**config.mk**
```make
export PLATFORM = sky130hd
export DESIGN_NAME = march_controller
export DESIGN_NICKNAME = d
export VERILOG_FILES = /design/src/rtl/march_pkg.sv /design/src/rtl/march_addr_gen.sv /design/src/rtl/march_controller.sv
export SDC_FILE = /design/constraint.sdc
export NUM_CORES = 1
export LEC_CHECK = 0
export ABC_AREA = 1
export CAP_MARGIN = 15
export CORE_MARGIN = 2
export CORE_UTILIZATION = 45
export DETAILED_ROUTE_END_ITERATION = 16
export GPL_TIMING_DRIVEN = 0
export PLACE_DENSITY = 0.76
export RECOVER_POWER = 25
export SYNTH_ARGS = -nofsm -noshare
export SYNTH_HDL_FRONTEND = slang
export SYNTH_SLANG_ARGS = --single-unit
```
**constraint.sdc**
```tcl
create_clock -name clk -period 2.78 [get_ports clk]
set_clock_uncertainty 0.05 [all_clocks]
set_input_delay 0.556 -clock clk [delete_from_list [all_inputs] [get_ports clk]]
set_output_delay 0.556 -clock clk [all_outputs]
set_load 0.05 [all_outputs]
```
**src/rtl/march_pkg.sv**
```systemverilog
// March C- BIST shared definitions.
// Holds the controller state encoding, the March element index type and
// per-element attributes (address direction, ops per address, data
// polarity of the read expectation and of the write data).
package march_pkg;

    typedef enum logic [1:0] {
        IDLE  = 2'd0,
        RUN   = 2'd1,
        DRAIN = 2'd2,
        DONE  = 2'd3
    } state_e;

    typedef logic [2:0] elem_t;

    localparam int    NUM_ELEMS = 6;
    localparam elem_t LAST_ELEM = 3'd5;

    // M3 and M4 walk the array from the top address downwards.
    function automatic logic elem_is_down(input elem_t e);
        logic r;
        case (e)
            3'd3, 3'd4: r = 1'b1;
            default:    r = 1'b0;
        endcase
        return r;
    endfunction

    // M1..M4 perform a read then a write at each address; M0 and M5 one op.
    function automatic logic elem_two_op(input elem_t e);
        logic r;
        case (e)
            3'd1, 3'd2, 3'd3, 3'd4: r = 1'b1;
            default:                r = 1'b0;
        endcase
        return r;
    endfunction

    // Reads in M2 and M4 expect the all-ones word, every other read all-zeros.
    function automatic logic elem_rd_ones(input elem_t e);
        logic r;
        case (e)
            3'd2, 3'd4: r = 1'b1;
            default:    r = 1'b0;
        endcase
        return r;
    endfunction

    // Writes in M1 and M3 store the all-ones word, M0/M2/M4 store all-zeros.
    function automatic logic elem_wr_ones(input elem_t e);
        logic r;
        case (e)
            3'd1, 3'd3: r = 1'b1;
            default:    r = 1'b0;
        endcase
        return r;
    endfunction

endpackage

```
**src/rtl/march_addr_gen.sv**
```systemverilog
// Loadable up/down address counter for the March sequencer.
// Ports: clk, rst (sync, active-high); load/load_top preset the counter to
// N-1 (load_top=1) or 0; step moves one address in direction 'down';
// addr is the current address; last flags the final address of the walk.
module march_addr_gen #(
    parameter int size = 6
) (
    input  logic            clk,
    input  logic            rst,
    input  logic            load,
    input  logic            load_top,
    input  logic            step,
    input  logic            down,
    output logic [size-1:0] addr,
    output logic            last
);

    localparam logic [size-1:0] ADDR_ZERO = {size{1'b0}};
    localparam logic [size-1:0] ADDR_TOP  = {size{1'b1}};
    localparam logic [size-1:0] ADDR_ONE  = {{(size-1){1'b0}}, 1'b1};

    logic [size-1:0] addr_r;

    // Address register: load has priority over stepping.
    always_ff @(posedge clk) begin
        if (rst) begin
            addr_r <= ADDR_ZERO;
        end else if (load) begin
            addr_r <= load_top ? ADDR_TOP : ADDR_ZERO;
        end else if (step) begin
            addr_r <= down ? (addr_r - ADDR_ONE) : (addr_r + ADDR_ONE);
        end else begin
            addr_r <= addr_r;
        end
    end

    // End-of-walk detect depends on the direction of the current element.
    always_comb begin
        if (down) begin
            last = (addr_r == ADDR_ZERO);
        end else begin
            last = (addr_r == ADDR_TOP);
        end
    end

    assign addr = addr_r;

endmodule

```
**src/rtl/march_controller.sv**
```systemverilog
// March C- memory BIST controller with functional-port bypass.
// Ports: clk, rst (sync, active-high); start launches a run from IDLE/DONE;
// csin/rwbarin/address/datain are the functional SRAM port, forwarded to
// mem_* whenever busy=0; mem_rdata returns read data one cycle after a read.
// busy marks BIST ownership; done/fail/fail_addr/fail_elem report the run,
// with fail_addr/fail_elem holding the first mismatch only.
module march_controller
    import march_pkg::*;
#(
    parameter int size   = 6,
    parameter int length = 8
) (
    input  logic              clk,
    input  logic              rst,
    input  logic              start,
    input  logic              csin,
    input  logic              rwbarin,
    input  logic [size-1:0]   address,
    input  logic [length-1:0] datain,
    output logic              mem_cs,
    output logic              mem_rwbar,
    output logic [size-1:0]   mem_addr,
    output logic [length-1:0] mem_wdata,
    input  logic [length-1:0] mem_rdata,
    output logic              busy,
    output logic              done,
    output logic              fail,
    output logic [size-1:0]   fail_addr,
    output logic [2:0]        fail_elem
);

    localparam logic [length-1:0] WORD_ONES  = {length{1'b1}};
    localparam logic [length-1:0] WORD_ZEROS = {length{1'b0}};

    state_e            state_r, next_state_s;
    elem_t             elem_r, next_elem_s;
    logic              op_r;
    logic              launch_s, addr_done_s, bist_read_s;
    logic              ag_load_s, ag_load_top_s, ag_step_s;
    logic [size-1:0]   ag_addr_s;
    logic              ag_last_s;
    logic              cmp_valid_r;
    logic [length-1:0] exp_r;
    logic [size-1:0]   cmp_addr_r;
    elem_t             cmp_elem_r;
    logic              fail_r, done_r;
    logic [size-1:0]   fail_addr_r;
    elem_t             fail_elem_r;

    march_addr_gen #(.size(size)) u_addr_gen (
        .clk      (clk),
        .rst      (rst),
        .load     (ag_load_s),
        .load_top (ag_load_top_s),
        .step     (ag_step_s),
        .down     (elem_is_down(elem_r)),
        .addr     (ag_addr_s),
        .last     (ag_last_s)
    );

    // Next-state and sequencing decisions for the current BIST cycle.
    always_comb begin
        next_state_s  = state_r;
        next_elem_s   = elem_r + 3'd1;
        launch_s      = 1'b0;
        addr_done_s   = 1'b0;
        bist_read_s   = 1'b0;
        ag_load_s     = 1'b0;
        ag_load_top_s = 1'b0;
        ag_step_s     = 1'b0;
        case (state_r)
            IDLE, DONE: begin
                if (start) begin
                    next_state_s = RUN;
                    launch_s     = 1'b1;
                    ag_load_s    = 1'b1;
                end else begin
                    next_state_s = state_r;
                end
            end
            RUN: begin
                // op_r=0 is the read half of a two-op element; M5 only reads.
                bist_read_s = elem_two_op(elem_r) ? ~op_r : (elem_r == LAST_ELEM);
                addr_done_s = elem_two_op(elem_r) ? op_r : 1'b1;
                if (addr_done_s) begin
                    if (ag_last_s) begin
                        if (elem_r == LAST_ELEM) begin
                            next_state_s = DRAIN;
                        end else begin
                            ag_load_s     = 1'b1;
                            ag_load_top_s = elem_is_down(next_elem_s);
                        end
                    end else begin
                        ag_step_s = 1'b1;
                    end
                end else begin
                    ag_step_s = 1'b0;
                end
            end
            DRAIN:   next_state_s = DONE;
            default: next_state_s = IDLE;
        endcase
    end

    // State, element index and read/write phase registers.
    always_ff @(posedge clk) begin
        if (rst) begin
            state_r <= IDLE;
            elem_r  <= 3'd0;
            op_r    <= 1'b0;
        end else begin
            state_r <= next_state_s;
            if (launch_s) begin
                elem_r <= 3'd0;
                op_r   <= 1'b0;
            end else if (state_r == RUN) begin
                op_r <= ~addr_done_s;
                if (addr_done_s && ag_last_s && (elem_r != LAST_ELEM)) begin
                    elem_r <= next_elem_s;
                end else begin
                    elem_r <= elem_r;
                end
            end else begin
                elem_r <= elem_r;
                op_r   <= op_r;
            end
        end
    end

    // Expected-data pipeline: tags each BIST read for comparison next cycle.
    always_ff @(posedge clk) begin
        if (rst) begin
            cmp_valid_r <= 1'b0;
            exp_r       <= WORD_ZEROS;
            cmp_addr_r  <= {size{1'b0}};
            cmp_elem_r  <= 3'd0;
        end else begin
            cmp_valid_r <= bist_read_s;
            exp_r       <= elem_rd_ones(elem_r) ? WORD_ONES : WORD_ZEROS;
            cmp_addr_r  <= ag_addr_s;
            cmp_elem_r  <= elem_r;
        end
    end

    // Run results: sticky fail with first-mismatch capture, done flag.
    always_ff @(posedge clk) begin
        if (rst) begin
            fail_r      <= 1'b0;
            fail_addr_r <= {size{1'b0}};
            fail_elem_r <= 3'd0;
            done_r      <= 1'b0;
        end else if (launch_s) begin
            fail_r      <= 1'b0;
            fail_addr_r <= {size{1'b0}};
            fail_elem_r <= 3'd0;
            done_r      <= 1'b0;
        end else begin
            // done follows the DONE state by one edge so fail is already final.
            if (state_r == DONE) begin
                done_r <= 1'b1;
            end else begin
                done_r <= done_r;
            end
            if (cmp_valid_r && (mem_rdata != exp_r)) begin
                fail_r <= 1'b1;
                if (!fail_r) begin
                    fail_addr_r <= cmp_addr_r;
                    fail_elem_r <= cmp_elem_r;
                end else begin
                    fail_addr_r <= fail_addr_r;
                    fail_elem_r <= fail_elem_r;
                end
            end else begin
                fail_r      <= fail_r;
                fail_addr_r <= fail_addr_r;
                fail_elem_r <= fail_elem_r;
            end
        end
    end

    // SRAM port ownership: BIST drives while busy, functional port otherwise.
    always_comb begin
        busy = (state_r == RUN) || (state_r == DRAIN);
        if (busy) begin
            mem_cs    = (state_r == RUN);
            mem_rwbar = (state_r == RUN) ? bist_read_s : 1'b1;
            mem_addr  = ag_addr_s;
            mem_wdata = elem_wr_ones(elem_r) ? WORD_ONES : WORD_ZEROS;
        end else begin
            mem_cs    = csin;
            mem_rwbar = rwbarin;
            mem_addr  = address;
            mem_wdata = datain;
        end
    end

    assign done      = done_r;
    assign fail      = fail_r;
    assign fail_addr = fail_addr_r;
    assign fail_elem = fail_elem_r;

endmodule

```
==> results of run 1 <==
==> cell usage after synthesis <==
cell type	count
sky130_fd_sc_hd__nand2_2	4
sky130_fd_sc_hd__a21boi_1	1
sky130_fd_sc_hd__clkbuf_1	4
sky130_fd_sc_hd__o22ai_1	1
sky130_fd_sc_hd__o21ai_0	12
sky130_fd_sc_hd__dfxtp_1	34
sky130_fd_sc_hd__buf_2	1
sky130_fd_sc_hd__nand4_1	4
sky130_fd_sc_hd__ha_1	14
sky130_fd_sc_hd__o21ai_2	1
sky130_fd_sc_hd__nor2_1	48
sky130_fd_sc_hd__nor4_1	1
sky130_fd_sc_hd__nand2_1	81
sky130_fd_sc_hd__o21bai_4	1
sky130_fd_sc_hd__nand3_1	12
sky130_fd_sc_hd__o21ai_1	1
sky130_fd_sc_hd__or2_1	1
sky130_fd_sc_hd__nand3_2	1
sky130_fd_sc_hd__xnor2_1	2
sky130_fd_sc_hd__nor3_1	3
sky130_fd_sc_hd__nand2_4	3
sky130_fd_sc_hd__fa_1	1
sky130_fd_sc_hd__a21oi_1	10
sky130_fd_sc_hd__buf_6	1
sky130_fd_sc_hd__nand3_4	1
sky130_fd_sc_hd__nor2_2	2
sky130_fd_sc_hd__or2_2	1
sky130_fd_sc_hd__inv_2	3
sky130_fd_sc_hd__xor2_1	5
sky130_fd_sc_hd__inv_1	34
sky130_fd_sc_hd__and3_1	1
==> worst max-delay path by stage <==
| stage | start | endpoint | slack, ns | cells past startpoint |
|---|---|---|---|---|
| 2_1_floorplan | state_r[0] | mem_addr[0] | 0.10 | 4 |
| 3_3_place_gp | state_r[0] | mem_addr[2] | -0.08 | 6 |
| 3_5_place_dp | state_r[0] | mem_addr[2] | -0.07 | 6 |
| 4_1_cts | state_r[0] | mem_addr[2] | -0.09 | 6 |
| 5_1_grt | elem_r[0] | mem_rwbar | 0.03 | 9 |
| 6_report | elem_r[0] | mem_rwbar | 0.18 | 9 |
==> routing by layer <==
layer	wire length, um	vias up	track usage (%)
met3	250	5	5.92
li1	-	1016	-
met1	1990	799	23.9
met2	2040	59	33.3
met4	64	0	6.41
met5	0	-	0
==> cells by family after synthesis <==
group           Yosys count  share of synthesized area [%]
flops                    34                           34.5
fa+ha+maj                15                           9.90
buf+inv                  43                           8.63
xor+xnor                  7                           3.11
compound gates           27                           7.93
simple gates            163                           35.9
==> area by class of cell <==
type	count	share of cell area (%)
tap	52	2.49
buffer	6	1.25
timing repair buffer	54	18.9
multi-input combinational	212	42.4
clock buffer	7	3.30
sequential	34	26.1
clock inverter	1	0.192
inverter	37	5.32
==> power by group <==
group	internal (mW)	switching (mW)	total (mW)
sequential	0.564	0.0623	0.626
clock	0.200	0.181	0.381
combinational	0.439	1.03	1.47
total	1.20	1.27	2.48
==> registers in the layout, indices dropped and copies added (netlist names) <==
| signal | flops |
|---|---|
| state_r | 2 |
| exp_r | 1 |
| fail | 1 |
| cmp_addr_r | 6 |
| cmp_valid_r | 1 |
| fail_addr | 6 |
| elem_r | 3 |
| cmp_elem_r | 3 |
| done | 1 |
| fail_elem | 3 |
| op_r | 1 |
| u_addr_gen.addr | 6 |
==> repair_timing <==
action,CTS,global route
setup endpoints to repair,16,17
hold buffers,0,0
buffers inserted,0,0
gates resized for setup,40,18
==> stage by stage <==
step	setup TNS, ns	power (mW)	worst slack [ns]	hold WS [ns]
after floorplan	0	1.75	0.104	0.381
after global placement	-0.102	2.18	-0.0773	0.387
after detailed placement	-0.153	2.19	-0.0706	0.395
after CTS	-0.0901	2.53	-0.0901	0.411
after global routing	0	2.67	0.0329	0.422
final	0	2.48	0.177	0.410
==> critical path, stage by stage (launching register included) <==
cell                              delay (ns)
sky130_fd_sc_hd__dfxtp_2                0.39
sky130_fd_sc_hd__inv_1                  0.14
sky130_fd_sc_hd__ha_1                   0.24
sky130_fd_sc_hd__nand2_1                0.10
sky130_fd_sc_hd__nand3_2                0.08
sky130_fd_sc_hd__nand2_2                0.08
sky130_fd_sc_hd__o21ai_0                0.14
sky130_fd_sc_hd__o22ai_1                0.14
sky130_fd_sc_hd__inv_1                  0.06
sky130_fd_sc_hd__clkdlybuf4s15_2        0.33
==> impl_metrics.xml, run 1 <==
<?xml version="1.0" encoding="UTF-8"?>
<metrics>
  <group name="status">
    <metric name="run_status" unit="">complete, no violations</metric>
  </group>
  <group name="sta">
    <metric name="clock.fmax" unit="GHz">0.384</metric>
    <metric name="timing.final.hold_violations" unit="">0</metric>
    <metric name="timing.final.crit_share" unit="%">93.6</metric>
    <metric name="final_max_slew_viol_count" unit="">0</metric>
    <metric name="timing.final.crit_period" unit="ns">2.60</metric>
    <metric name="rsz0062_at_grt" unit="">false</metric>
    <metric name="timing.final.setup_violations" unit="">0</metric>
    <metric name="slew_headroom" unit="%">65.7</metric>
    <metric name="worst-slew-pin-transition" unit="ns">0.514</metric>
  </group>
  <group name="finish">
    <metric name="design.final.nets" unit="">392</metric>
    <metric name="final_cell_count_no_fill" unit="">403</metric>
    <metric name="area.growth.synth_to_final" unit="%">32.5</metric>
    <metric name="antenna_cells_inserted" unit="">0</metric>
    <metric name="final_area" unit="um^2">2610</metric>
    <metric name="final_layout_size_suffix_gt1_share" unit="%">12.3</metric>
    <metric name="final_cell_mix" unit="">sky130_fd_sc_hd__nand2_1 (81), sky130_fd_sc_hd__nor2_1 (48), sky130_fd_sc_hd__clkdlybuf4s50_1 (36), sky130_fd_sc_hd__inv_1 (34), sky130_fd_sc_hd__dfxtp_1 (33)</metric>
    <metric name="commonest_non_fill_non_tap_cell_in_the_layout" unit="">sky130_fd_sc_hd__nand2_1</metric>
    <metric name="nFillCells" unit="">422</metric>
    <metric name="fin_util" unit="%">60.8</metric>
    <metric name="multiInputGateArea" unit="um^2">1110</metric>
    <metric name="ff_latch_area" unit="um^2">682</metric>
  </group>
  <group name="global_routing">
    <metric name="overall_global_routing_resource_usage" unit="%">19.7</metric>
    <metric name="pin_count_of_the_biggest_net_entering_global_routing" unit="">11</metric>
    <metric name="grt_pass1_vias" unit="">1801</metric>
    <metric name="grt_first_pass_wirelength" unit="um">7750</metric>
    <metric name="antenna_found_initial" unit="">0</metric>
    <metric name="gr-total-overflow" unit="">0</metric>
  </group>
  <group name="pwr">
    <metric name="ir_worst_vdd" unit="uV">708</metric>
    <metric name="power.density" unit="nW/um^2">948</metric>
    <metric name="leakage_component_of_the_power" unit="nW">1.30</metric>
  </group>
  <group name="critical_path">
    <metric name="required_time_of_the_worst_setup_path" unit="ns">2.17</metric>
    <metric name="regToRegSetupSlack" unit="ns">0.43</metric>
    <metric name="worst-endpoint-arrival" unit="ns">2.00</metric>
    <metric name="rr_worst_depth" unit="">14</metric>
    <metric name="worstReg2RegStart" unit="">elem_r[0]</metric>
    <metric name="startpoint_type_of_the_worst_setup_path" unit="">register</metric>
    <metric name="timing.rr.end" unit="">u_addr_gen.addr[5]</metric>
    <metric name="timing.setup.critical_path_class" unit="">register to output pin</metric>
    <metric name="path_max_fanout" unit="">6</metric>
    <metric name="setup.worst_path.end_class" unit="">output pin</metric>
  </group>
  <group name="flow_run">
    <metric name="maxCapViolations" unit="">0</metric>
  </group>
  <group name="placement">
    <metric name="gp_congestion" unit="">0.867</metric>
    <metric name="port_buf_inserts" unit="">54</metric>
    <metric name="hpwl" unit="um">3360</metric>
    <metric name="dpl_cell_area" unit="um^2">2580</metric>
    <metric name="placed_cells" unit="">395</metric>
  </group>
  <group name="clocking">
    <metric name="tritoncts" unit="">yes</metric>
    <metric name="clock_sink_count" unit="">34</metric>
    <metric name="cts-root-to-sink-buffers" unit="">2</metric>
    <metric name="clock-root-buffer" unit="">sky130_fd_sc_hd__clkbuf_8</metric>
    <metric name="h_tree_lvls" unit="">2</metric>
    <metric name="clk_latency" unit="ns">0.29</metric>
    <metric name="numCtsBuffers" unit="">5</metric>
    <metric name="path_clk_slew" unit="ns">0.07</metric>
  </group>
  <group name="worst_hold_path">
    <metric name="min_path_type" unit="">register to register</metric>
    <metric name="hold_depth" unit="">2</metric>
    <metric name="holdCritStartpoint" unit="">cmp_addr_r[1]</metric>
    <metric name="hold_path_endpoint" unit="">fail_addr[1]</metric>
  </group>
  <group name="logic_synthesis">
    <metric name="seq_area_frac_synth" unit="%">34.5</metric>
    <metric name="gate_count_of_the_mapped_netlist" unit="">289</metric>
    <metric name="syn_area" unit="um^2">1970</metric>
    <metric name="ys_seq_elements" unit="">34</metric>
    <metric name="synth_cell_type_count" unit="">31</metric>
    <metric name="yosys-top-cells-area" unit="">sky130_fd_sc_hd__dfxtp_1 (35%), sky130_fd_sc_hd__nand2_1 (15%), sky130_fd_sc_hd__nor2_1 (9.1%)</metric>
    <metric name="mapped_avg_cell_area" unit="um^2">6.82</metric>
    <metric name="synth_warnings" unit="">0</metric>
    <metric name="netlist.area_leader.share" unit="%">34.5</metric>
    <metric name="postSynthNetCount" unit="">331</metric>
    <metric name="synth_area_leader_cell" unit="">sky130_fd_sc_hd__dfxtp_1</metric>
  </group>
  <group name="route">
    <metric name="wl_per_cell" unit="um">10.8</metric>
    <metric name="drt.antenna.violating_nets" unit="">0</metric>
    <metric name="drt_drc_violations_left" unit="">0</metric>
    <metric name="avgViaCountPerCell" unit="">4.66</metric>
    <metric name="detail_route.first_pass.iterations" unit="">4</metric>
    <metric name="route.vias.total" unit="">1879</metric>
    <metric name="totalWireLength" unit="um">4340</metric>
    <metric name="first_iteration_detailed_routing_drc_count" unit="">70</metric>
  </group>
  <group name="die">
    <metric name="dieWidth" unit="um">70.2</metric>
    <metric name="std_cell_rows" unit="">24</metric>
    <metric name="initial_core_utilization" unit="%">45.9</metric>
    <metric name="floorplan.io_pins" unit="">55</metric>
    <metric name="core_area" unit="um^2">4290</metric>
    <metric name="die_y" unit="um">70.2</metric>
    <metric name="dieArea" unit="um^2">4930</metric>
  </group>
</metrics>
No activity file was read; power rests on OpenSTA's default activity.
==> run 2: changes to the inputs <==
Settings changed: GPL_TIMING_DRIVEN 0 to unset.
==> run 2 against run 1 <==
Final cell count fell by 0.74%. Register-to-register slack got worse by 0.03 ns. Sequential share of layout area fell by 1.3 points. Maximum frequency rose by 3.7%. Via count rose by 1.2%. Sequential power barely moved. Core utilization rose by 3.1 points. Sequential cell count did not move. Combinational power rose by 14%. Largest cell class unchanged.
==> impl_metrics.xml, run 2 (same netlist as run 1, synthesis figures left out) <==
<?xml version="1.0" encoding="UTF-8"?>
<metrics>
  <group name="sta">
    <metric name="timing.final.setup_violations" unit="">0</metric>
    <metric name="timing.final.hold_violations" unit="">0</metric>
    <metric name="setup_tns" unit="ns">0</metric>
    <metric name="timing.final.crit_share" unit="%">90.2</metric>
    <metric name="timing.final.crit_period" unit="ns">2.51</metric>
    <metric name="clock.fmax" unit="GHz">0.399</metric>
    <metric name="slew_headroom" unit="%">53.0</metric>
    <metric name="final_max_slew_viol_count" unit="">0</metric>
    <metric name="rsz0062_at_grt" unit="">false</metric>
    <metric name="worst-slew-pin-transition" unit="ns">0.705</metric>
  </group>
  <group name="worst_hold_path">
    <metric name="min_path_type" unit="">register to register</metric>
    <metric name="holdCritStartpoint" unit="">cmp_elem_r[2]</metric>
    <metric name="hold_path_endpoint" unit="">fail_elem[2]</metric>
    <metric name="hold_depth" unit="">2</metric>
  </group>
  <group name="pwr">
    <metric name="p_clk_share" unit="%">19.3</metric>
    <metric name="ir_worst_vdd" unit="uV">993</metric>
    <metric name="p_switching" unit="mW">1.33</metric>
    <metric name="seq_power_share" unit="%">21.9</metric>
    <metric name="power.density" unit="nW/um^2">1040</metric>
    <metric name="pwr-share-comb" unit="%">58.8</metric>
    <metric name="leakage_component_of_the_power" unit="nW">1.34</metric>
    <metric name="sw_frac_of_total" unit="%">46.4</metric>
    <metric name="intPower" unit="mW">1.53</metric>
  </group>
  <group name="route">
    <metric name="wl_per_cell" unit="um">11.2</metric>
    <metric name="drt.antenna.violating_nets" unit="">0</metric>
    <metric name="first_iteration_detailed_routing_drc_count" unit="">66</metric>
    <metric name="drt_drc_violations_left" unit="">0</metric>
    <metric name="avgViaCountPerCell" unit="">4.76</metric>
    <metric name="totalWireLength" unit="um">4470</metric>
    <metric name="route.vias.total" unit="">1902</metric>
    <metric name="detail_route.first_pass.iterations" unit="">4</metric>
  </group>
  <group name="critical_path">
    <metric name="crit_top_cell" unit="">sky130_fd_sc_hd__inv_1</metric>
    <metric name="crit_path_start" unit="">elem_r[0]</metric>
    <metric name="crit_chain" unit="">inv_1 -&gt; ha_1 -&gt; nand2_1 -&gt; nand3_2 -&gt; nand2_2 -&gt; o21ai_0 -&gt; o22ai_1 -&gt; inv_1 -&gt; buf_12</metric>
    <metric name="timing.setup.critical_path_class" unit="">register to output pin</metric>
    <metric name="path_max_fanout" unit="">6</metric>
    <metric name="startpoint_type_of_the_worst_setup_path" unit="">register</metric>
    <metric name="setup.worst_path.end_class" unit="">output pin</metric>
    <metric name="cp_max_stage_delay" unit="ns">0.44</metric>
    <metric name="regToRegSetupSlack" unit="ns">0.40</metric>
    <metric name="rr_worst_depth" unit="">14</metric>
    <metric name="required_time_of_the_worst_setup_path" unit="ns">2.17</metric>
    <metric name="worst-endpoint-arrival" unit="ns">1.90</metric>
    <metric name="worstReg2RegStart" unit="">elem_r[0]</metric>
    <metric name="timing.rr.end" unit="">u_addr_gen.addr[5]</metric>
    <metric name="crit_path_top_delay_cell" unit="">sky130_fd_sc_hd__dfxtp_1</metric>
  </group>
  <group name="finish">
    <metric name="area.growth.synth_to_final" unit="%">39.1</metric>
    <metric name="final_area" unit="um^2">2740</metric>
    <metric name="nFillCells" unit="">381</metric>
    <metric name="commonest_non_fill_non_tap_cell_in_the_layout" unit="">sky130_fd_sc_hd__nand2_1</metric>
    <metric name="final_layout_size_suffix_gt1_share" unit="%">12.4</metric>
    <metric name="final_cell_count_no_fill" unit="">400</metric>
    <metric name="fin_util" unit="%">63.9</metric>
    <metric name="design.final.nets" unit="">389</metric>
    <metric name="antenna_cells_inserted" unit="">0</metric>
    <metric name="final_cell_mix" unit="">sky130_fd_sc_hd__nand2_1 (81), sky130_fd_sc_hd__nor2_1 (48), sky130_fd_sc_hd__clkdlybuf4s50_1 (36), sky130_fd_sc_hd__inv_1 (34), sky130_fd_sc_hd__dfxtp_1 (34)</metric>
  </group>
  <group name="global_routing">
    <metric name="grt_first_pass_wirelength" unit="um">7940</metric>
    <metric name="gr-total-overflow" unit="">0</metric>
    <metric name="overall_global_routing_resource_usage" unit="%">19.7</metric>
    <metric name="antenna_found_initial" unit="">0</metric>
    <metric name="pin_count_of_the_biggest_net_entering_global_routing" unit="">24</metric>
    <metric name="grt_pass1_vias" unit="">1902</metric>
  </group>
  <group name="clocking">
    <metric name="post-cts-setup-buffers" unit="">0</metric>
    <metric name="h_tree_lvls" unit="">2</metric>
    <metric name="cts-root-to-sink-buffers" unit="">2</metric>
    <metric name="clock_sink_count" unit="">34</metric>
    <metric name="tritoncts" unit="">yes</metric>
    <metric name="clk_latency" unit="ns">0.29</metric>
    <metric name="hold_buffers" unit="">0</metric>
    <metric name="clock-root-buffer" unit="">sky130_fd_sc_hd__clkbuf_8</metric>
    <metric name="post_cts_resized" unit="">0</metric>
    <metric name="path_clk_slew" unit="ns">0.07</metric>
    <metric name="numCtsBuffers" unit="">5</metric>
  </group>
  <group name="placement">
    <metric name="gp_congestion" unit="">0.918</metric>
    <metric name="port_buf_inserts" unit="">54</metric>
    <metric name="dpl_cell_area" unit="um^2">2610</metric>
    <metric name="hpwl" unit="um">3390</metric>
    <metric name="placed_cells" unit="">392</metric>
  </group>
  <group name="die">
    <metric name="initial_core_utilization" unit="%">45.9</metric>
    <metric name="core_area" unit="um^2">4290</metric>
    <metric name="dieWidth" unit="um">70.2</metric>
    <metric name="std_cell_rows" unit="">24</metric>
    <metric name="dieArea" unit="um^2">4930</metric>
    <metric name="floorplan.io_pins" unit="">55</metric>
    <metric name="die_y" unit="um">70.2</metric>
  </group>
  <group name="flow_run">
    <metric name="maxCapViolations" unit="">0</metric>
  </group>
  <group name="status">
    <metric name="run_status" unit="">complete, no violations</metric>
  </group>
</metrics>
[run 2: changes by cell type in the layout (fill, tap and decap cells not counted), moves of 2 or more]
cell	before	now
sky130_fd_sc_hd__bufinv_16	0	2
sky130_fd_sc_hd__clkdlybuf4s15_2	5	0
sky130_fd_sc_hd__clkbuf_1	4	2
sky130_fd_sc_hd__buf_4	0	11
sky130_fd_sc_hd__clkbuf_2	12	0
sky130_fd_sc_hd__buf_12	0	7
[run 2: power by group through the flow]
stage	registers, mW	logic (mW)	clock network (mW)
after CTS	0.625	1.69	0.556
after floorplan	0.622	1.12	0
after global placement	0.633	1.66	0
after detailed placement	0.635	1.69	0
final	0.626	1.68	0.552
after global routing	0.635	1.82	0.577
[run 2: area by class of cell]
class | count | area (um^2) | area share (%)
multi-input combinational | 212 | 1120 | 40.9
sequential | 34 | 681 | 24.8
timing repair buffer | 57 | 601 | 21.9
inverter | 37 | 139 | 5.06
clock buffer | 5 | 68.8 | 2.51
clock inverter | 3 | 68.8 | 2.51
tap | 52 | 65.1 | 2.37
[run 2: per-layer routing]
metal | vias up | routed length [um] | GRT usage, %
met5 | - | 0 | 0
met4 | 0 | 92 | 7.69
met3 | 11 | 231 | 3.75
met2 | 64 | 2110 | 34.9
met1 | 819 | 2040 | 23.3
li1 | 1008 | - | -
[run 2: worst max-delay path: cells and delay by family (launching register included)]
family | cells | cell delay (ns)
compound gates | 2 | 0.25
fa+ha+maj | 1 | 0.26
buf+inv | 3 | 0.40
flops | 1 | 0.44
simple gates | 3 | 0.29
[run 2: worst max-delay path by stage]
stage / endpoint / slack [ns] / cells past startpoint
floorplan: mem_addr[0] / 0.10 / 4
global placement: fail_elem[1] / 0.45 / 6
detailed placement: u_addr_gen.addr[5] / 0.42 / 14
CTS: mem_rwbar / 0.26 / 9
global route: mem_rwbar / 0.17 / 9
finish: mem_rwbar / 0.27 / 9
[run 2: per-stage QoR]
stage	setup WS, ns	hold WS [ns]	power, mW
global route	0.172	0.450	3.03
global placement	0.447	0.387	2.30
floorplan	0.104	0.381	1.75
CTS	0.262	0.408	2.87
detailed placement	0.416	0.390	2.32
finish	0.271	0.407	2.86
